$ cat src/rtl/estacionamiento_multicarril.sv
// estacionamiento_multicarril: N-lane two-sensor entry/exit detector with debounce and a shared saturating occupancy counter
module estacionamiento_multicarril #(
   parameter int N_LANES    = 2,
   parameter int CAPACITY   = 16,
   parameter int CNT_W      = 5,
   parameter int DEB_CYCLES = 4
) (
   input  logic               clk,
   input  logic               reset,
   input  logic [N_LANES-1:0] a,
   input  logic [N_LANES-1:0] b,
   input  logic               cargar,
   input  logic [CNT_W-1:0]   valor_carga,
   output logic [N_LANES-1:0] ingreso,
   output logic [N_LANES-1:0] egreso,
   output logic [N_LANES-1:0] error,
   output logic [CNT_W-1:0]   ocupacion,
   output logic               lleno,
   output logic               vacio
);
   localparam int RW = $clog2(DEB_CYCLES + 1);
   localparam logic [RW-1:0] DEB = RW'(DEB_CYCLES);
   localparam logic [CNT_W-1:0] CAP_U = CNT_W'(CAPACITY);
   localparam logic signed [CNT_W+1:0] CAP_S = $signed((CNT_W+2)'(CAPACITY));
   localparam logic signed [CNT_W+1:0] ONE = $signed((CNT_W+2)'(1));
   localparam logic signed [CNT_W+1:0] ZERO = $signed((CNT_W+2)'(0));

   typedef enum logic [2:0] {IDLE, E1, E2, E3, X1, X2, X3} state_t;
   typedef struct packed {
      state_t st;
      logic   ing;
      logic   egr;
      logic   err;
   } paso_t;

   logic [1:0]              s1 [N_LANES];
   logic [1:0]              s2 [N_LANES];
   logic [1:0]              prv [N_LANES];
   logic [1:0]              stb [N_LANES];
   logic [RW-1:0]           run [N_LANES];
   logic [RW-1:0]           rn [N_LANES];
   logic [N_LANES-1:0]      nuevo;
   state_t                  st [N_LANES];
   paso_t                   nx [N_LANES];
   logic signed [CNT_W+1:0] suma;
   logic [CNT_W-1:0]        occ_n;

   // Each state accepts its own code (hold), one forward code and one backward code; anything else is illegal.
   function automatic paso_t mover(input state_t s, input logic [1:0] c, input logic [1:0] own,
                                   input logic [1:0] fc, input state_t fs, input logic [1:0] bc, input state_t bs);
      paso_t p;
      p.st  = c == own ? s : c == fc ? fs : c == bc ? bs : IDLE;
      p.err = c != own && c != fc && c != bc;
      p.ing = s == E3 && c == 2'b00;
      p.egr = s == X3 && c == 2'b00;
      return p;
   endfunction

   always_comb begin
      for (int i = 0; i < N_LANES; i++) begin
         rn[i] = s2[i] != prv[i] ? RW'(1) : run[i] == DEB ? run[i] : run[i] + RW'(1);
         case (st[i])
            E1:      nx[i] = mover(E1, stb[i], 2'b10, 2'b11, E2, 2'b00, IDLE);
            E2:      nx[i] = mover(E2, stb[i], 2'b11, 2'b01, E3, 2'b10, E1);
            E3:      nx[i] = mover(E3, stb[i], 2'b01, 2'b00, IDLE, 2'b11, E2);
            X1:      nx[i] = mover(X1, stb[i], 2'b01, 2'b11, X2, 2'b00, IDLE);
            X2:      nx[i] = mover(X2, stb[i], 2'b11, 2'b10, X3, 2'b01, X1);
            X3:      nx[i] = mover(X3, stb[i], 2'b10, 2'b00, IDLE, 2'b11, X2);
            default: nx[i] = mover(IDLE, stb[i], 2'b00, 2'b10, E1, 2'b01, X1);
         endcase
         // The FSM reacts once per newly accepted code, so a held illegal code errors only once.
         if (!nuevo[i]) nx[i] = '{st: st[i], ing: 1'b0, egr: 1'b0, err: 1'b0};
      end
   end

   always_comb begin
      suma = $signed({2'b00, ocupacion});
      for (int i = 0; i < N_LANES; i++)
         suma = suma + (nx[i].ing ? ONE : ZERO) - (nx[i].egr ? ONE : ZERO);
      occ_n = cargar ? (valor_carga > CAP_U ? CAP_U : valor_carga)
                     : suma[CNT_W+1] ? '0 : suma > CAP_S ? CAP_U : suma[CNT_W-1:0];
   end

   always_ff @(posedge clk) begin
      if (reset) begin
         ocupacion <= '0;
         ingreso   <= '0;
         egreso    <= '0;
         error     <= '0;
         nuevo     <= '0;
         for (int i = 0; i < N_LANES; i++) begin
            s1[i]  <= 2'b00;
            s2[i]  <= 2'b00;
            prv[i] <= 2'b00;
            stb[i] <= 2'b00;
            run[i] <= '0;
            st[i]  <= IDLE;
         end
      end else begin
         ocupacion <= occ_n;
         for (int i = 0; i < N_LANES; i++) begin
            s1[i]      <= {a[i], b[i]};
            s2[i]      <= s1[i];
            prv[i]     <= s2[i];
            run[i]     <= rn[i];
            nuevo[i]   <= rn[i] >= DEB && s2[i] != stb[i];
            if (rn[i] >= DEB) stb[i] <= s2[i];
            st[i]      <= nx[i].st;
            ingreso[i] <= nx[i].ing;
            egreso[i]  <= nx[i].egr;
            error[i]   <= nx[i].err;
         end
      end
   end

   assign lleno = ocupacion == CAP_U;
   assign vacio = ocupacion == '0;
endmodule

$ cat config.mk
export PLATFORM = sky130hd
export DESIGN_NAME = estacionamiento_multicarril
export DESIGN_NICKNAME = d
export VERILOG_FILES = /design/src/rtl/estacionamiento_multicarril.sv
export SDC_FILE = /design/constraint.sdc
export NUM_CORES = 1
export LEC_CHECK = 0
export ABC_AREA = 1
export CORE_UTILIZATION = 62
export CTS_CLUSTER_DIAMETER = 50
export DETAILED_ROUTE_END_ITERATION = 7
export PLACE_DENSITY = 0.9
export RECOVER_POWER = 50
export SLEW_MARGIN = 5
export SYNTH_ARGS = -nofsm -noshare
export SYNTH_HDL_FRONTEND = slang
export SYNTH_SLANG_ARGS = --single-unit
export TNS_END_PERCENT = 20
$ cat constraint.sdc
create_clock -name clk -period 8 [get_ports clk]
set_input_delay 2.4 -clock clk [delete_from_list [all_inputs] [get_ports clk]]
set_output_delay 2.4 -clock clk [all_outputs]
set_load 0.05 [all_outputs]
Word-level counts from Yosys, hierarchy flattened. Memory sizes are Yosys's and may differ from the RTL's. Index checks and enable logic that the tools add are counted.

Memories kept: 6. Bits in registers: 13. Bits of input ports: 12. RAM bits: 28. Word-level logic and storage cells: 167. Output and inout port bits: 13.

Bitwise logic cells: 14. Add/sub/neg operators: 6. Reductions and logical operators: 31. Eq/ne operators: 31. Order comparisons: 4. Multiplexer cells: 69.

Memories: run (words 2, bits a word 3, rd ports 2, clocked after Yosys merged registers in 0, write ports 2, line 40) `logic [RW-1:0] run [N_LANES];`; st (words 2, bits a word 3, rd ports 2, clocked after Yosys merged registers in 0, write ports 2, line 43) `state_t st [N_LANES];`; prv (words 2, bits a word 2, rd ports 2, clocked after Yosys merged registers in 0, write ports 2, line 38) `logic [1:0] prv [N_LANES];`; s1 (words 2, bits a word 2, rd ports 2, clocked after Yosys merged registers in 0, write ports 2, line 36) `logic [1:0] s1 [N_LANES];`; s2 (words 2, bits a word 2, rd ports 2, clocked after Yosys merged registers in 0, write ports 2, line 37) `logic [1:0] s2 [N_LANES];`; stb (words 2, bits a word 2, rd ports 2, clocked after Yosys merged registers in 0, write ports 2, line 39) `logic [1:0] stb [N_LANES];`.

Operators by type and width (number): $mux W3 (28); $pmux W6 S6 (2); $mux W2 (18); $eq A3 B3 Y1 const B (8); $logic_and A1 B1 Y1 (24); $mux W5 (4); $mux W1 (15); $eq A3 B2 Y1 const B (4); $mux W6 (2); $or A1 B1 Y1 (12); $eq A2 B2 Y1 const B (4); $ne A2 B2 Y1 (4); $ne A2 B2 Y1 const B (4); $add A7 B2 Y7 (1); $gt A7 B6 Y1 const B (1); $sub A6 B1 Y7 (1); $sub A7 B2 Y7 (1); $add A3 B1 Y3 const B (2); $add A5 B1 Y6 (1); $eq A3 B1 Y1 const B (2); $ge A3 B3 Y1 const B (2); $eq A5 B5 Y1 const B (1); $gt A5 B5 Y1 const B (1); $logic_not A5 Y1 (1); 6 further kinds (12).

Longest topological paths before layout. Gate-level depths: netlist of run 1.

Depth after elaboration: 15. Depth in mapped cells: 20. Gate-level depth less buffers: 19.

Worst setup path after synthesis of run 1. Ideal clock, no wire load.

Path type: register to output. Start: register ocupacion[4]. End: output lleno. Data required time: 5.600 ns. Arrival: 1.567 ns. Setup slack: 4.033 ns. Stages on the path, launching flop included: 3. Path through: dfxtp_1 inv_1 nor2_1.

Word-level cells in the longest chain between the ends: 1.

Ends and longest elaborated chain: start: declaration (line 17) `output logic [CNT_W-1:0] ocupacion,`; start signal: assignment (line 100) `ocupacion <= occ_n;`; $eq A5 B5 Y1 (line 116) `assign lleno = ocupacion == CAP_U;`; end: declaration (line 18) `output logic lleno,`.

Every way passes these cells.

==> metrics.md, run 1 <==
| Metric | Value |
|---|---|
| Outcome | complete, no violations |
| Final Critical Period | 4670 ps |
| Initial antenna violation count | 0 |
| Critical Path End | stb[0][2]$_SDFFCE_PN0P_ |
| Arr. time, crit path | 4720 ps |
| Max-cap violations | 0 |
| Leak pwr | 1.39 nW |
| Layout cells sized above 1 | 9.25% |
| Crit path kind | in2reg |
| CTS Hold Bufs | 0 |
| Reg-to-Reg End | ocupacion[1]$_SDFF_PP0_ |
| Flop2flop setup slack | 4240 ps |
| Core box area | 4090 µm² |
| WL final | 5520 µm |
| Total grt overflow | 0 |
| Antenna Cells | 0 |
| Unique masters post-synth | 33 |
| Worst-path clk slew | 80 ps |
| WP data required | 8050 ps |
| Worst skew pair latency | 290 ps |
| Slew headroom | 6.05% |
| Initial Util | 65.6% |
| # rows | 23 |
| Worst-Margin Slew | 1410 ps |
| Die width | 67.8 µm |
| Final Hold Fails | 0 |
| Die H | 67.8 µm |
| Worst slack at placement | 3980 ps |
| Placer Congestion | 0.928 |
| Maximum clock frequency | 0.214 GHz |
| Vias in the first global route | 2150 |
| Final Net Count | 438 |
| Final worst-path setup slack | 3330 ps |
| CTS tree | yes |
| Max H-tree Level | 2 |
| I/O pins | 25 |
| Clk sinks | 41 |
| Area delta synth->final | 12.9% |
| CTS Buffer Depth | 2 |
| Tot Pwr | 0.000496 W |
| Yosys Warn Count | 0 |
| Crit path max fanout | 33 |
| CP startpoint | reset |
| Setup TNS | 0 ps |
| Worst setup SP type | primary input |
| Post-Synthesis Cells | 376 |
| Final Skew | 5.29 ps |
| FILL cells | 310 |
| HP Class | reg2reg |
| Reg2reg start | st[0][5]$_SDFFE_PP0P_ |
| Routed WL per cell | 12.3 µm |
| Register area share after synthesis | 32.1% |
| Remaining DRCs | 0 |
| Global-route wire length before repair | 8930 µm |
| Via/cell ratio | 5.36 |
| Post-CTS Setup Repair Bufs | 0 |
| Post-synth net total | 415 |
| Post-DRT Antenna Nets | 0 |
| Synth Area per Inst | 7.13 µm² |
| Total CTS buffers | 5 |
| I/O Buffers | 24 |
| Die ar. | 4590 µm² |
| Design area | 3030 µm² |
| Total track usage | 26.3% |
| Max IR drop VDD | 0.131 mV |
| Synthesized flop and latch total | 41 |
| Hold Slack | 409 ps |
| FF-to-FF path depth | 16 |
| RSZ-0062 raised after global routing | no |
| Detail Placement HPWL | 4130 µm |
| CP Capture Type | flip-flop |
| PostCTS Resize Cnt | 0 |
| Fin. max-slew vios | 0 |
| Final worst path period share | 58.4% |
| Clk root buf | clkbuf_8 |
| Placed Instance Area | 2920 µm² |
| Via count | 2412 |
| Mapped cell area | 2680 µm² |
| Final setup violation count | 0 |
| Drt pass-1 iters | 4 |
| P per Cell Area | 164 nW/µm² |
| Largest net degree at the start of global routing | 34 |
| Iteration-0 DRC Markers | 284 |
==> placed cells by master (no fill, tap or decap), types with 2 or more instances in the layout <==
cell	instances
o21ai_1	5
nand4_1	8
nand2_1	63
fa_1	3
ha_1	24
o22ai_1	2
nor2_2	3
nor3_1	4
a21oi_2	3
o21ai_0	7
edfxtp_1	4
clkbuf_8	5
a31oi_1	5
xnor2_1	5
dfxtp_1	37
a21oi_1	14
nor2_1	51
nand3_1	37
clkdlybuf4s50_1	23
inv_1	64
or2_1	2
inv_2	7
nand2_2	7
nand3_2	3
==> power by group <==
group	switching (W)	internal, W	total [W]
registers	0.00000859	0.000216	0.000225
clock network	0.0000765	0.0000934	0.000170
logic	0.0000649	0.0000366	0.000101
==> cells in the mapped netlist <==
library cell / instances / area, µm²
a21oi_1: 14 / 70.1
o21ai_1: 5 / 25.0
nand3_1: 36 / 180
xor2_1: 1 / 8.76
nand2_1: 63 / 236
a211oi_1: 1 / 7.51
o21ai_4: 1 / 16.3
xnor2_1: 5 / 43.8
nor2_2: 3 / 18.8
clkbuf_1: 4 / 15.0
buf_6: 5 / 56.3
nand2_2: 7 / 43.8
nor3_1: 4 / 20.0
nand4_1: 8 / 50.1
o21ai_2: 1 / 8.76
or2_1: 2 / 12.5
a21oi_4: 1 / 16.3
a31oi_1: 5 / 31.3
inv_2: 7 / 26.3
ha_1: 24 / 300
or2_2: 1 / 6.26
nor4_1: 1 / 6.26
nor3_2: 1 / 10.0
a21oi_2: 3 / 26.3
inv_4: 1 / 6.26
nand3_2: 4 / 40.0
dfxtp_1: 37 / 741
fa_1: 3 / 60.1
edfxtp_1: 4 / 120
nor2_1: 51 / 191
o21ai_0: 7 / 35.0
o22ai_1: 2 / 12.5
inv_1: 64 / 240
==> cell type report <==
class | count | area, µm² | share of cell area [%]
Clock buffer | 5 | 68.8 | 2.27
Clock inverter | 3 | 46.3 | 1.53
Inverter | 72 | 273 | 9.01
Multi-Input combinational cell | 254 | 1470 | 48.6
Sequential cell | 41 | 861 | 28.4
Tap cell | 50 | 62.6 | 2.07
Timing Repair Buffer | 25 | 244 | 8.06
==> sequential cells by signal (all words and copies together) (netlist names) <==
| signal | cells |
|---|---|
| ocupacion | 5 |
| ingreso | 2 |
| prv | 4 |
| s1 | 4 |
| nuevo | 2 |
| egreso | 2 |
| error | 2 |
| st | 6 |
| stb | 4 |
| s2 | 4 |
| run | 6 |
==> logic make-up after synthesis <==
family | synth area share, %
fa+ha+maj | 13.4
simple gates | 30.4
buf+inv | 12.8
xor+xnor | 1.96
flops | 32.1
compound gates | 9.28
==> per-layer routing <==
metal / track usage (%) / part of all wire (%) / vias up
met4: 13.8 / 2.6 / 0
met5: 0 / 0 / -
met2: 47.4 / 51 / 67
met3: 4.56 / 3.4 / 13
li1: - / - / 1235
met1: 29.0 / 43 / 1097
==> worst max-delay path, cell delays in order <==
cell	delay [ps]
dlygate4sd3_1	520
clkbuf_1	1020
inv_1	300
nand2_1	240
nand2_1	80
inv_2	80
nor2_1	50
==> per-stage QoR <==
stage	utilization, %	std cells
floorplan	-	376
global placement	71.5	442
detailed placement	71.5	442
CTS	74.3	450
global route	74.1	450
finish	74.1	450
==> worst min-delay path by stage <==
| stage | startpoint | end | slack, ps | depth (start not counted) |
|---|---|---|---|---|
| 2_1_floorplan | s1[0][0]$_SDFF_PP0_ | s2[0][0]$_SDFF_PP0_ | 390 | 2 |
| 3_3_place_gp | s1[0][0]$_SDFF_PP0_ | s2[0][0]$_SDFF_PP0_ | 390 | 2 |
| 3_5_place_dp | s1[0][2]$_SDFF_PP0_ | s2[0][2]$_SDFF_PP0_ | 400 | 2 |
| 4_1_cts | s1[0][2]$_SDFF_PP0_ | s2[0][2]$_SDFF_PP0_ | 410 | 2 |
| 5_1_grt | s1[0][2]$_SDFF_PP0_ | s2[0][2]$_SDFF_PP0_ | 420 | 2 |
| 6_report | s1[0][1]$_SDFF_PP0_ | s2[0][1]$_SDFF_PP0_ | 410 | 2 |
No activity file was read; power rests on OpenSTA's default activity.
==> run 2: changes to the inputs <==
--- a/config.mk
+++ b/config.mk
@@ -6,10 +6,10 @@
 export NUM_CORES = 1
 export LEC_CHECK = 0
 export ABC_AREA = 1
-export CORE_UTILIZATION = 62
+export CORE_UTILIZATION = 52
 export CTS_CLUSTER_DIAMETER = 50
 export DETAILED_ROUTE_END_ITERATION = 7
-export PLACE_DENSITY = 0.9
+export PLACE_DENSITY = 0.81
 export RECOVER_POWER = 50
 export SLEW_MARGIN = 5
 export SYNTH_ARGS = -nofsm -noshare
==> constraint.sdc (replaced) <==
create_clock -name clk -period 3.9 [get_ports clk]
set_input_delay 1.17 -clock clk [delete_from_list [all_inputs] [get_ports clk]]
set_output_delay 1.17 -clock clk [all_outputs]
set_load 0.05 [all_outputs]
==> run 2 against run 1 <==
Effect of this change: die area up 19%; cell area up 0.83%; sequential share of layout area down 0.23 points; cell count up 4.0%; critical endpoint is now ocupacion[2]$_SDFF_PP0_; largest power group unchanged.
==> metrics.md, run 2 (synthesis gave the netlist of run 1 again) <==
| Metric | Value |
|---|---|
| Outcome | complete, no violations |
| Iteration-0 DRC Markers | 188 (-34%) |
| WP data required | 4130 ps (-3920 ps) |
| Final Critical Period | 3340 ps |
| HP Class | reg2reg |
| Detail Placement HPWL | 3910 µm (-5.4%) |
| Met1 GRT Util | 27.4% (-1.6 points) |
| CP Capture Type | flip-flop |
| Slowest cell on the critical path | fa_1 |
| Area delta synth->final | 13.8% |
| Global-route wire length before repair | 9020 µm (+1.0%) |
| Final Net Count | 439 (+0.23%) |
| Commonest non-fill, non-tap cells in the layout | 64 x inv_1, 63 x nand2_1, 51 x nor2_1, 37 x nand3_1, 37 x dfxtp_1 |
| Max H-tree Level | 2 (unchanged) |
| Via count | 2354 (-2.4%) |
| Core Util, Final | 63.0% (-11 points) |
| Initial Util | 55.3% (-10 points) |
| Die ar. | 5450 µm² (+19%) |
| Worst slack at placement | 582 ps (-3390 ps) |
| PostCTS Resize Cnt | 0 (unchanged) |
| Antenna Cells | 0 (unchanged) |
| Slew headroom | 35.8% (+30 points) |
| Clk sinks | 41 (unchanged) |
| Max-cap violations | 0 (unchanged) |
| # rows | 25 (+8.7%) |
| WL final | 5120 µm (-7.2%) |
| Met2 Use GR | 35.5% (-12 points) |
| Worst-path clk slew | 80 ps (about the same) |
| CTS Hold Bufs | 0 (unchanged) |
| Worst skew pair latency | 300 ps (about the same) |
| Crit path kind | reg2reg |
| I/O Buffers | 24 (unchanged) |
| Remaining DRCs | 0 (unchanged) |
| Post-CTS Setup Repair Bufs | 0 (unchanged) |
| Placer Congestion | 0.911 (-1.8%) |
| I/O pins | 25 (unchanged) |
| Post-DRT Antenna Nets | 0 (unchanged) |
| Biggest registers after layout | run: 6 flops, st: 6 flops, ocupacion: 5 flops |
| Crit-path cells | inv_2, nor3_2, nand3_1, fa_1, inv_1, fa_1, inv_1, ha_1, fa_1, nor3_1, nand2_1, nand3_2, nand2_2, nor2_1, nor2_1, nor2_1 |
| Commonest non-fill, non-tap cell in the layout | inv_1 |
| Largest net degree at the start of global routing | 23 (-32%) |
| FILL cells | 436 (+41%) |
| Initial antenna violation count | 0 (unchanged) |
| RSZ-0062 raised after global routing | no |
| Fin. max-slew vios | 0 (unchanged) |
| Hold Slack | 405 ps (-4.35 ps) |
| CTS tree | yes |
| Total CTS buffers | 5 (unchanged) |
| Vias in the first global route | 2079 (-3.3%) |
| Die width | 73.8 µm (+8.9%) |
| Via/cell ratio | 5.03 (-6.2%) |
| Crit path max fanout | 10 (-70%) |
| Clk root buf | clkbuf_8 |
| Arr. time, crit path | 3560 ps (-1160 ps) |
| Total track usage | 21.5% (-4.8 points) |
| Placed Instance Area | 2950 µm² (+0.99%) |
| Final Skew | 6.85 ps (+1.56 ps) |
| Maximum clock frequency | 0.300 GHz |
| Total grt overflow | 0 (unchanged) |
| Max incr delay on CP | 560 ps (-460 ps) |
| Layout cells sized above 1 | 9.23% (-0.023 points) |
| Worst-Margin Slew | 962 ps (-447 ps) |
| Final worst path period share | 85.6% |
| P per Cell Area | 332 nW/µm² (+100%) |
| Drt pass-1 iters | 5 (+1) |
| Leak pwr | 1.40 nW (+0.46%) |
| Worst setup SP type | flip-flop |
| Top Usage Layer GRT | met2 |
| Core box area | 4850 µm² (+19%) |
| Met3 usage | 5.21% (+0.65 points) |
| Setup TNS | 0 ps (unchanged) |
| Final worst-path setup slack | 563 ps (-2770 ps) |
| Final setup violation count | 0 (unchanged) |
| CTS Buffer Depth | 2 (unchanged) |
| Routed WL per cell | 10.9 µm (-11%) |
| Max IR drop VDD | 0.225 mV (+72%) |
| Design area | 3050 µm² (+0.83%) |
| Final Hold Fails | 0 (unchanged) |
| Die H | 73.8 µm (+8.9%) |
run 2: cell count changes in the layout (fill, tap and decap cells not counted):
cell and change:
buf_4 +1, clkbuf_1 +1, clkinvlp_4 -1
run 2: area by class of cell:
cell class	count	area, µm²	share of cell area (%)
well taps	67	83.8	2.75
repair buffers	26	251	8.24
clock buffers	6	72.6	2.38
multi-input cells	254	1470	48.2
flip-flops and latches	41	861	28.2
inverters	72	273	8.93
clock inverters	2	38.8	1.27
run 2: final timing paths:
kind                         start                      end  slack (ps)  cells past startpoint
max          st[0][4]$_SDFFE_PP0P_  ocupacion[2]$_SDFF_PP0_         560                     16
min            s1[0][1]$_SDFF_PP0_      s2[0][1]$_SDFF_PP0_         410                      2
max reg2reg  st[0][4]$_SDFFE_PP0P_  ocupacion[2]$_SDFF_PP0_         560                     16
min reg2reg    s1[0][1]$_SDFF_PP0_      s2[0][1]$_SDFF_PP0_         410                      2
run 2: worst max-delay path: cells and delay by family, from the launching register on:
family,cells,cell delay [ps]
buffers and inverters,3,230
flip-flops,1,530
AND/OR/NAND/NOR,9,970
adder cells (fa/ha/maj),4,1530
run 2: per-stage QoR:
step,std cells,power (W)
floorplan,376,0.000620
global placement,460,0.000669
detailed placement,460,0.000674
CTS,468,0.00102
global route,468,0.00107
finish,468,0.00101
run 2: metal layers:
| metal | routed length (µm) | vias to the layer above | part of all wire (%) |
|---|---|---|---|
| met3 | 236 | 10 | 4.6 |
| met1 | 2330 | 1037 | 46 |
| met4 | 63 | 0 | 1.2 |
| met5 | 0 | - | 0 |
| met2 | 2490 | 70 | 49 |
| li1 | - | 1237 | - |
run 2: power by group:
group | total, W | internal [W] | leakage (nW) | switching [W]
combinational | 0.000203 | 0.0000751 | 1.00 | 0.000128
clock | 0.000349 | 0.000192 | 0.0554 | 0.000156
sequential | 0.000461 | 0.000444 | 0.344 | 0.0000171
total | 0.00101 | 0.000711 | 1.40 | 0.000301
==> RTL edit, RTL diff (settings of run 1) <==
The parameter `DEB_CYCLES` goes from 4 to 8.
--- a/src/rtl/estacionamiento_multicarril.sv
+++ b/src/rtl/estacionamiento_multicarril.sv
@@ -4,5 +4,5 @@
    parameter int CAPACITY   = 16,
    parameter int CNT_W      = 5,
-   parameter int DEB_CYCLES = 4
+   parameter int DEB_CYCLES = 8
 ) (
    input  logic               clk,
Function: changed (Yosys sat finds a counterexample within 10 cycles, from zero or initial values and one cycle with reset high).
==> RTL edit against run 1 <==
- synthesized area shrank 0.61%
- worst setup slack gained 0.11 ns
- count of clock-buffer cells in the layout is the same
- register-to-register slack gained 0.06 ns
- sequential cell count grew 2
- power shrank 3.2%
- routed wire length grew 3.5%
- hold slack lost 0.0073 ns
- final area is the same
- largest cell class unchanged
==> RTL edit: results (changes against run 1) <==
* Status: completed
* Final Wtd Congestion at 0.9203 (-0.78%)
* Clock Skew at 0.005987 ns (+0.0006973 ns)
* Met3 Use GR at 8.108% (+3.5 points)
* Max-slew headroom at 1.208% (-4.8 points)
* Largest net degree at the start of global routing at 36 (+5.9%)
* Final clock-cell share at 3.719% (-0.083 points)
* Sequential cell area share at 29.75% (+1.3 points)
* Met3 wire length at 270 um (+46%)
* Fillcell total at 314 (+1.3%)
* Inst Count DP at 441 (-0.23%)
* Syn Nets at 412 (-0.72%)
* Largest registers: run: 8 flops, st: 6 flops, ocupacion: 5 flops
* Post-Route M1 WL at 2384 um (+1.4%)
* DR iter-0 viols at 231 (-19%)
* Critical path's largest stage delay at 1.07 ns (+0.05 ns)
* VDD IR max at 0.0001160 V (-11%)
* GR Util met1 at 31.34% (+2.3 points)
* Vias in the first global route at 2279 (+6.0%)
* Arr. time, crit path at 4.62 ns (-0.10 ns)
* Tot GR Track Use at 28.63% (+2.4 points)
* Power Combinational at 0.0773 mW (-23%)
* R2R setup slack at 4.30 ns (+0.06 ns)
* Pint at 0.3451 mW (-0.42%)
* Seq_cells at 43 (+4.9%)
* Commonest cells post-synth: 69 x inv_1, 64 x nand2_1, 52 x nor2_1
==> RTL edit: cell types whose count changed after synthesis, moves of 5 or more <==
cell | run 1 | this run
inv_1 | 64 | 69
o21ai_0 | 7 | 17
xor2_1 | 1 | 6
inv_2 | 7 | 0
nand2_2 | 7 | 1
==> RTL edit: worst max-delay path by stage <==
stage                      endpoint  slack, ns  depth (start not counted)
after global routing      stb[0][2]       3.25                          5
after CTS                     lleno       3.65                          5
after detailed placement      lleno       3.99                          5
after global placement        lleno       4.02                          5
final                     stb[0][2]       3.44                          5
after floorplan               lleno       4.03                          2
==> RTL edit: cells by family (layout without fill, tap and decap cells) <==
group | after synthesis | in the layout | share of synthesized area [%]
AND/OR/NAND/NOR | 171 | 171 | 28.39
adder cells (fa/ha/maj) | 27 | 27 | 13.51
flip-flops | 43 | 43 | 33.79
XOR/XNOR | 8 | 8 | 2.628
buffers and inverters | 76 | 102 | 11.31
AO/OA/AOI/OAI | 48 | 48 | 10.37
